File: src/rtl/fetch_unit.sv
// Instruction-fetch stage: latches PC on fetch_start, runs a valid/ready imem request, captures the response.
// Optional misaligned-PC fault when FETCH_MISALIGN_CHECK_EN is defined; otherwise fetches are word-aligned.
//
// state   | meaning
// --------+-----------------------------------------------------------
// S_IDLE  | waiting for fetch_start
// S_REQ   | imem_req_valid high, address held until imem_req_ready
// S_WAIT  | request accepted, waiting for imem_rsp_valid
// S_FAULT | misaligned PC seen, fault pulse showing (check build only)
module fetch_unit #(
  parameter int unsigned TIMEOUT_CYCLES = 255,
  parameter logic [31:0] RESET_INSTR    = 32'h0000_0013
) (
  input  logic        clk,
  input  logic        rst_n,
  input  logic        fetch_start,
  input  logic [31:0] pc_in,
  output logic        imem_req_valid,
  input  logic        imem_req_ready,
  output logic [31:0] imem_addr,
  input  logic        imem_rsp_valid,
  input  logic [31:0] imem_rsp_data,
  output logic [31:0] instr_out,
  output logic [31:0] pc_ir,
  output logic        fetch_done,
  output logic        fetch_fault,
  output logic        fault_cause,
  output logic        busy
);

  localparam int CNT_W = (TIMEOUT_CYCLES == 0) ? 1 : $clog2(TIMEOUT_CYCLES + 1);
  localparam logic [CNT_W-1:0] CNT_LIMIT = CNT_W'(TIMEOUT_CYCLES);
  localparam logic [CNT_W-1:0] CNT_MAX   = {CNT_W{1'b1}};
  localparam bit TIMEOUT_EN = (TIMEOUT_CYCLES != 0);

`ifdef FETCH_MISALIGN_CHECK_EN
  typedef enum logic [1:0] {S_IDLE, S_REQ, S_WAIT, S_FAULT} state_t;
`else
  typedef enum logic [1:0] {S_IDLE, S_REQ, S_WAIT} state_t;
`endif

  state_t           state_q, state_d;
  logic [31:0]      addr_q, addr_d;
  logic [CNT_W-1:0] cnt_q, cnt_d, cnt_inc;
  logic [31:0]      instr_q, instr_d;
  logic [31:0]      pc_ir_q, pc_ir_d;
  logic             done_q, done_d;
  logic             fault_q, fault_d;
  logic             req_valid_q, busy_q;
  logic             timeout_hit;
`ifdef FETCH_MISALIGN_CHECK_EN
  logic             cause_q, cause_d;
`endif

  // cnt_inc counts the current cycle, so the limit fires on the T-th cycle spent in REQ+WAIT
  always_comb begin
    cnt_inc     = (cnt_q == CNT_MAX) ? cnt_q : cnt_q + CNT_W'(1);
    timeout_hit = TIMEOUT_EN && (cnt_inc == CNT_LIMIT);
  end

  always_comb begin
    state_d = state_q;
    addr_d  = addr_q;
    cnt_d   = cnt_q;
    instr_d = instr_q;
    pc_ir_d = pc_ir_q;
    done_d  = 1'b0;
    fault_d = 1'b0;
`ifdef FETCH_MISALIGN_CHECK_EN
    cause_d = 1'b0;
`endif
    case (state_q)
      S_IDLE: begin
        if (fetch_start) begin
`ifdef FETCH_MISALIGN_CHECK_EN
          if (pc_in[1:0] != 2'b00) begin
            state_d = S_FAULT;
            fault_d = 1'b1;
            cause_d = 1'b1;
          end else begin
            addr_d  = pc_in;
            cnt_d   = '0;
            state_d = S_REQ;
          end
`else
          addr_d  = pc_in & ~32'h3;
          cnt_d   = '0;
          state_d = S_REQ;
`endif
        end
      end
      S_REQ: begin
        cnt_d = cnt_inc;
        if (timeout_hit) begin
          fault_d = 1'b1;
          state_d = S_IDLE;
        end else if (imem_req_ready) begin
          state_d = S_WAIT;
        end
      end
      S_WAIT: begin
        cnt_d = cnt_inc;
        // a response on the limit cycle still completes the fetch
        if (imem_rsp_valid) begin
          instr_d = imem_rsp_data;
          pc_ir_d = addr_q;
          done_d  = 1'b1;
          state_d = S_IDLE;
        end else if (timeout_hit) begin
          fault_d = 1'b1;
          state_d = S_IDLE;
        end
      end
      default: state_d = S_IDLE;
    endcase
  end

  always_ff @(posedge clk) begin
    if (!rst_n) begin
      state_q     <= S_IDLE;
      addr_q      <= '0;
      cnt_q       <= '0;
      instr_q     <= RESET_INSTR;
      pc_ir_q     <= '0;
      done_q      <= 1'b0;
      fault_q     <= 1'b0;
      req_valid_q <= 1'b0;
      busy_q      <= 1'b0;
    end else begin
      state_q     <= state_d;
      addr_q      <= addr_d;
      cnt_q       <= cnt_d;
      instr_q     <= instr_d;
      pc_ir_q     <= pc_ir_d;
      done_q      <= done_d;
      fault_q     <= fault_d;
      req_valid_q <= (state_d == S_REQ);
      busy_q      <= (state_d == S_REQ) || (state_d == S_WAIT);
    end
  end

`ifdef FETCH_MISALIGN_CHECK_EN
  always_ff @(posedge clk) begin
    if (!rst_n) cause_q <= 1'b0;
    else        cause_q <= cause_d;
  end
  assign fault_cause = cause_q;
`else
  assign fault_cause = 1'b0;
`endif

  assign imem_req_valid = req_valid_q;
  assign imem_addr      = addr_q;
  assign instr_out      = instr_q;
  assign pc_ir          = pc_ir_q;
  assign fetch_done     = done_q;
  assign fetch_fault    = fault_q;
  assign busy           = busy_q;

endmodule
File: config.mk
export PLATFORM = sky130hd
export DESIGN_NAME = fetch_unit
export DESIGN_NICKNAME = d
export VERILOG_FILES = /design/src/rtl/fetch_unit.sv
export SDC_FILE = /design/constraint.sdc
export NUM_CORES = 1
export LEC_CHECK = 0
export CORE_ASPECT_RATIO = 0.8
export CORE_MARGIN = 4
export CORE_UTILIZATION = 39
export DETAILED_ROUTE_END_ITERATION = 7
export GPL_ROUTABILITY_DRIVEN = 0
export HOLD_SLACK_MARGIN = 0.1
export PLACE_DENSITY = 0.76
export RECOVER_POWER = 50
export SYNTH_ARGS = -nofsm -noshare
export SYNTH_HDL_FRONTEND = slang
export SYNTH_SLANG_ARGS = --single-unit
File: constraint.sdc
create_clock -name clk -period 2.5 [get_ports clk]
set_clock_uncertainty 0.15 [all_clocks]
set_input_delay 0.5 -clock clk [delete_from_list [all_inputs] [get_ports clk]]
set_output_delay 0.5 -clock clk [all_outputs]
set_load 0.1 [all_outputs]
==> results.md <==
- Critical Path Source Type: flip-flop
- Post-DR vias/cell: approximately 5
- Setup TNS: 0 ns
- Global-route wire length before repair: ~19000 um
- Die width: 126 um
- Max FO, Critical Path: 6
- Arr. time, crit path: ~2.5 ns
- Synth cell types: 40
- Syn Area/Cell: 8.40 sq um
- CTS tree: done
- # hold bufs at CTS: 0
- Post-CTS sizing: 0
- Final #Nets: 736
- Mapped Area: approximately 0.0043 sq mm
- Worst IR Drop VDD: just over 0.0005 V
- Capture point of the worst reg-to-reg path: busy$_SDFF_PN0_
- Cell accounting for the most synthesized area: dfxtp_1
- Top cells by count, synth: 193 x nand2_1, 106 x dfxtp_1, 90 x a21boi_0, 31 x clkbuf_1
- Sequential share of the synthesized area: 0.492
- Pwr Density: between 600 and 700 mW/mm^2
- Most common cell in the netlist: nand2_1
- Fin util: 0.539
- Crit. End Element: flip-flop
- Total clock sinks: 106
- Vias in the first global route: slightly below 4k
- Area of the die: ~0.013 sq mm
- Clock buffer depth: 2
- Critical Path RT: roughly 2.6 ns
- Detailed Routing Iterations Pass 1: 4
- Fillers: just over 1k
- Post-Synth Adder-Cell Area: 0.0174
- Total of max-cap violations: 0
- Setup-failing EPs final: 0
- Synthesis Warnings: 0
- Lkg Pwr: between 0.002 and 0.0025 uW
- Max-slew violations: 0
- Rel. slew slack: 0.219
- Setup Fix Bufs, Post-CTS: 0
- Core area: around 0.011 sq mm
- Via Count: between 3k and 4k
- DR iter-0 viols: approximately 220
- DP HPWL: around 8000 um
- Layout cells sized above 1: 0.186
- Cells after Synth: roughly 510
- DR DRC count: 0
- Slew of the pin with the lowest slew margin: 1.18 ns
- Crit path from: cnt_q[1]$_SDFFE_PN0P_
- Initial cell density of the core: 0.397
- Status: completed
- Largest net degree at the start of global routing: 53
- Die H: 102 um
- Post-Route WL: 11600 um
- Worst Setup EP: busy$_SDFF_PN0_
- Minimum clock period: ~2.4 ns
- Flop2flop setup slack: ~0.11 ns
- Max frequency: between 0.4 and 0.5 GHz
- FP Rows: 34
- Number of synthesized flops with an enable pin: 0
- # IOs: between 150 and 200
- Layout area overhead: 35.7%
- Global Route Usage Sum: 0.181
- Period utilization: 0.957
- RR Startpoint: cnt_q[1]$_SDFFE_PN0P_
- Main synth FF type: dfxtp_1
- Compound-Gate Fraction of Synth Area: 0.215
- Total gr overflow: 0
- H-tree levels: 3
- Register bit total from synthesis: ~110
- CTS buffer count: 9
- Synth top area share: 0.492
- Synth area leaders: dfxtp_1 49%, nand2_1 17%, a21boi_0 16%, clkbuf_1 2.7%, ha_1 1.7%
- CP Class: reg2reg
- Simple logic cell fraction of the synthesized area: 0.221
- Largest family of logic cells by synthesized area: simple AND/OR/NAND/NOR gates
- Asr flop ratio synth: 0
- Mux contribution to synthesized area: 0.00232
- Avg WL per Cell: roughly 14 um
- Hold crit path type: reg2reg
- XOR/XNOR Fraction of Synth Area: 0.00203
- CTS root buffer: clkbuf_16
- ANT nets after route: 0
- Worst-Skew Late Latency: ~0.34 ns
- Worst r2r path cells: 7
- Initial antenna violation count: 0
- ANT cells: 0
- Port bufs: about 160
- Endpoints failing hold: 0
- Worst-path clk slew: around 0.070 ns
==> sequential cells by signal, summed over array words and instances, names as in the netlist <==
register and count:
instr_out 32, fetch_fault 1, imem_req_valid 1, cnt_q 8
busy 1, pc_ir 30, state_q 2, imem_addr 30
fetch_done 1
==> layout by cell type (no fill, tap or decap), types with 2 or more instances in the layout <==
master           instances
nor2b_1                  4
conb_1                   5
a21boi_0                90
dfxtp_1                106
and3_1                   2
and4_1                   2
a311o_1                  2
nand2b_1                 3
a21oi_1                  8
o221a_2                  3
buf_4                    9
a31oi_1                  6
and2_1                   4
nand3_1                  6
inv_1                    3
clkbuf_16                9
clkbuf_1                 8
buf_12                   3
clkbuf_2                87
ha_1                     6
nor2_1                   8
o21ai_0                  3
nand4_1                  2
nand2_1                192
o211a_1                  2
clkdlybuf4s50_1         65
inv_6                    3
==> cell families after synthesis <==
| logic type | Yosys count |
|---|---|
| and+or+nand+nor | 231 |
| AOI/OAI and AO/OA | 124 |
| DFF | 106 |
| buffers and inverters | 43 |
| adders and majority gates | 6 |
| other | 1 |
| xor gates and xnor gates | 1 |
| muxes | 1 |
==> worst min-delay path by stage <==
| stage | from | end | slack, ns | cells after the start |
|---|---|---|---|---|
| 2_1_floorplan | cnt_q[0]$_SDFFE_PN0P_ | cnt_q[0]$_SDFFE_PN0P_ | 0.35 | 2 |
| 3_3_place_gp | pc_ir[24]$_SDFFE_PN0P_ | pc_ir[24]$_SDFFE_PN0P_ | 0.30 | 2 |
| 3_5_place_dp | pc_ir[26]$_SDFFE_PN0P_ | pc_ir[26]$_SDFFE_PN0P_ | 0.31 | 2 |
| 4_1_cts | pc_ir[26]$_SDFFE_PN0P_ | pc_ir[26]$_SDFFE_PN0P_ | 0.32 | 2 |
| 5_1_grt | instr_out[20]$_SDFFE_PN0P_ | instr_out[20]$_SDFFE_PN0P_ | 0.34 | 2 |
| 6_report | pc_ir[26]$_SDFFE_PN0P_ | pc_ir[26]$_SDFFE_PN0P_ | 0.31 | 2 |
==> routing by layer <==
metal  global-route usage  vias to the layer above  wire (um)
met4               0.0492                        0        124
li1                     -                     1984          -
met2                0.295                      150       5070
met3               0.0711                       12       1200
met5                    0                        -          0
met1                0.226                     1848       5170
==> stage by stage <==
step | instances | power [uW] | cell area (sq um) | setup slack, ns | hold slack [ns]
after global routing | 810 | 3970 | 5850 | -0.00432 | 0.340
after detailed placement | 794 | 2520 | 5810 | 0.105 | 0.307
final | 810 | 3810 | 5850 | 0.109 | 0.309
after floorplan | 517 | 2290 | 4330 | 0.209 | 0.346
after global placement | 794 | 2520 | 5810 | 0.147 | 0.300
after CTS | 810 | 3890 | 6090 | 0.141 | 0.317
==> power by group <==
group / total (uW) / switching [uW] / internal (uW)
sequential: 1770 / 33.3 / 1730
combinational: 689 / 491 / 199
clock: 1350 / 637 / 714
total: 3810 / 1160 / 2650
==> layout make-up <==
cell class,instances,area (sq um),share of cell area
inverter,3,11.3,0.00193
clock buffer,10,239,0.0409
tap,144,180,0.0308
clock inverter,6,47.5,0.00813
sequential,106,2120,0.363
multi-input combinational,368,2000,0.342
timing repair buffer,173,1250,0.213
==> critical path: stages, from the launching register on <==
cell and delay, ns:
dfxtp_1 0.43, ha_1 0.28, and4_4 0.28, nand2_1 0.06, a311o_1 0.42, a311oi_1 0.32
ha_1 0.29, nor2b_1 0.10
(Power assumes the default switching activity.)
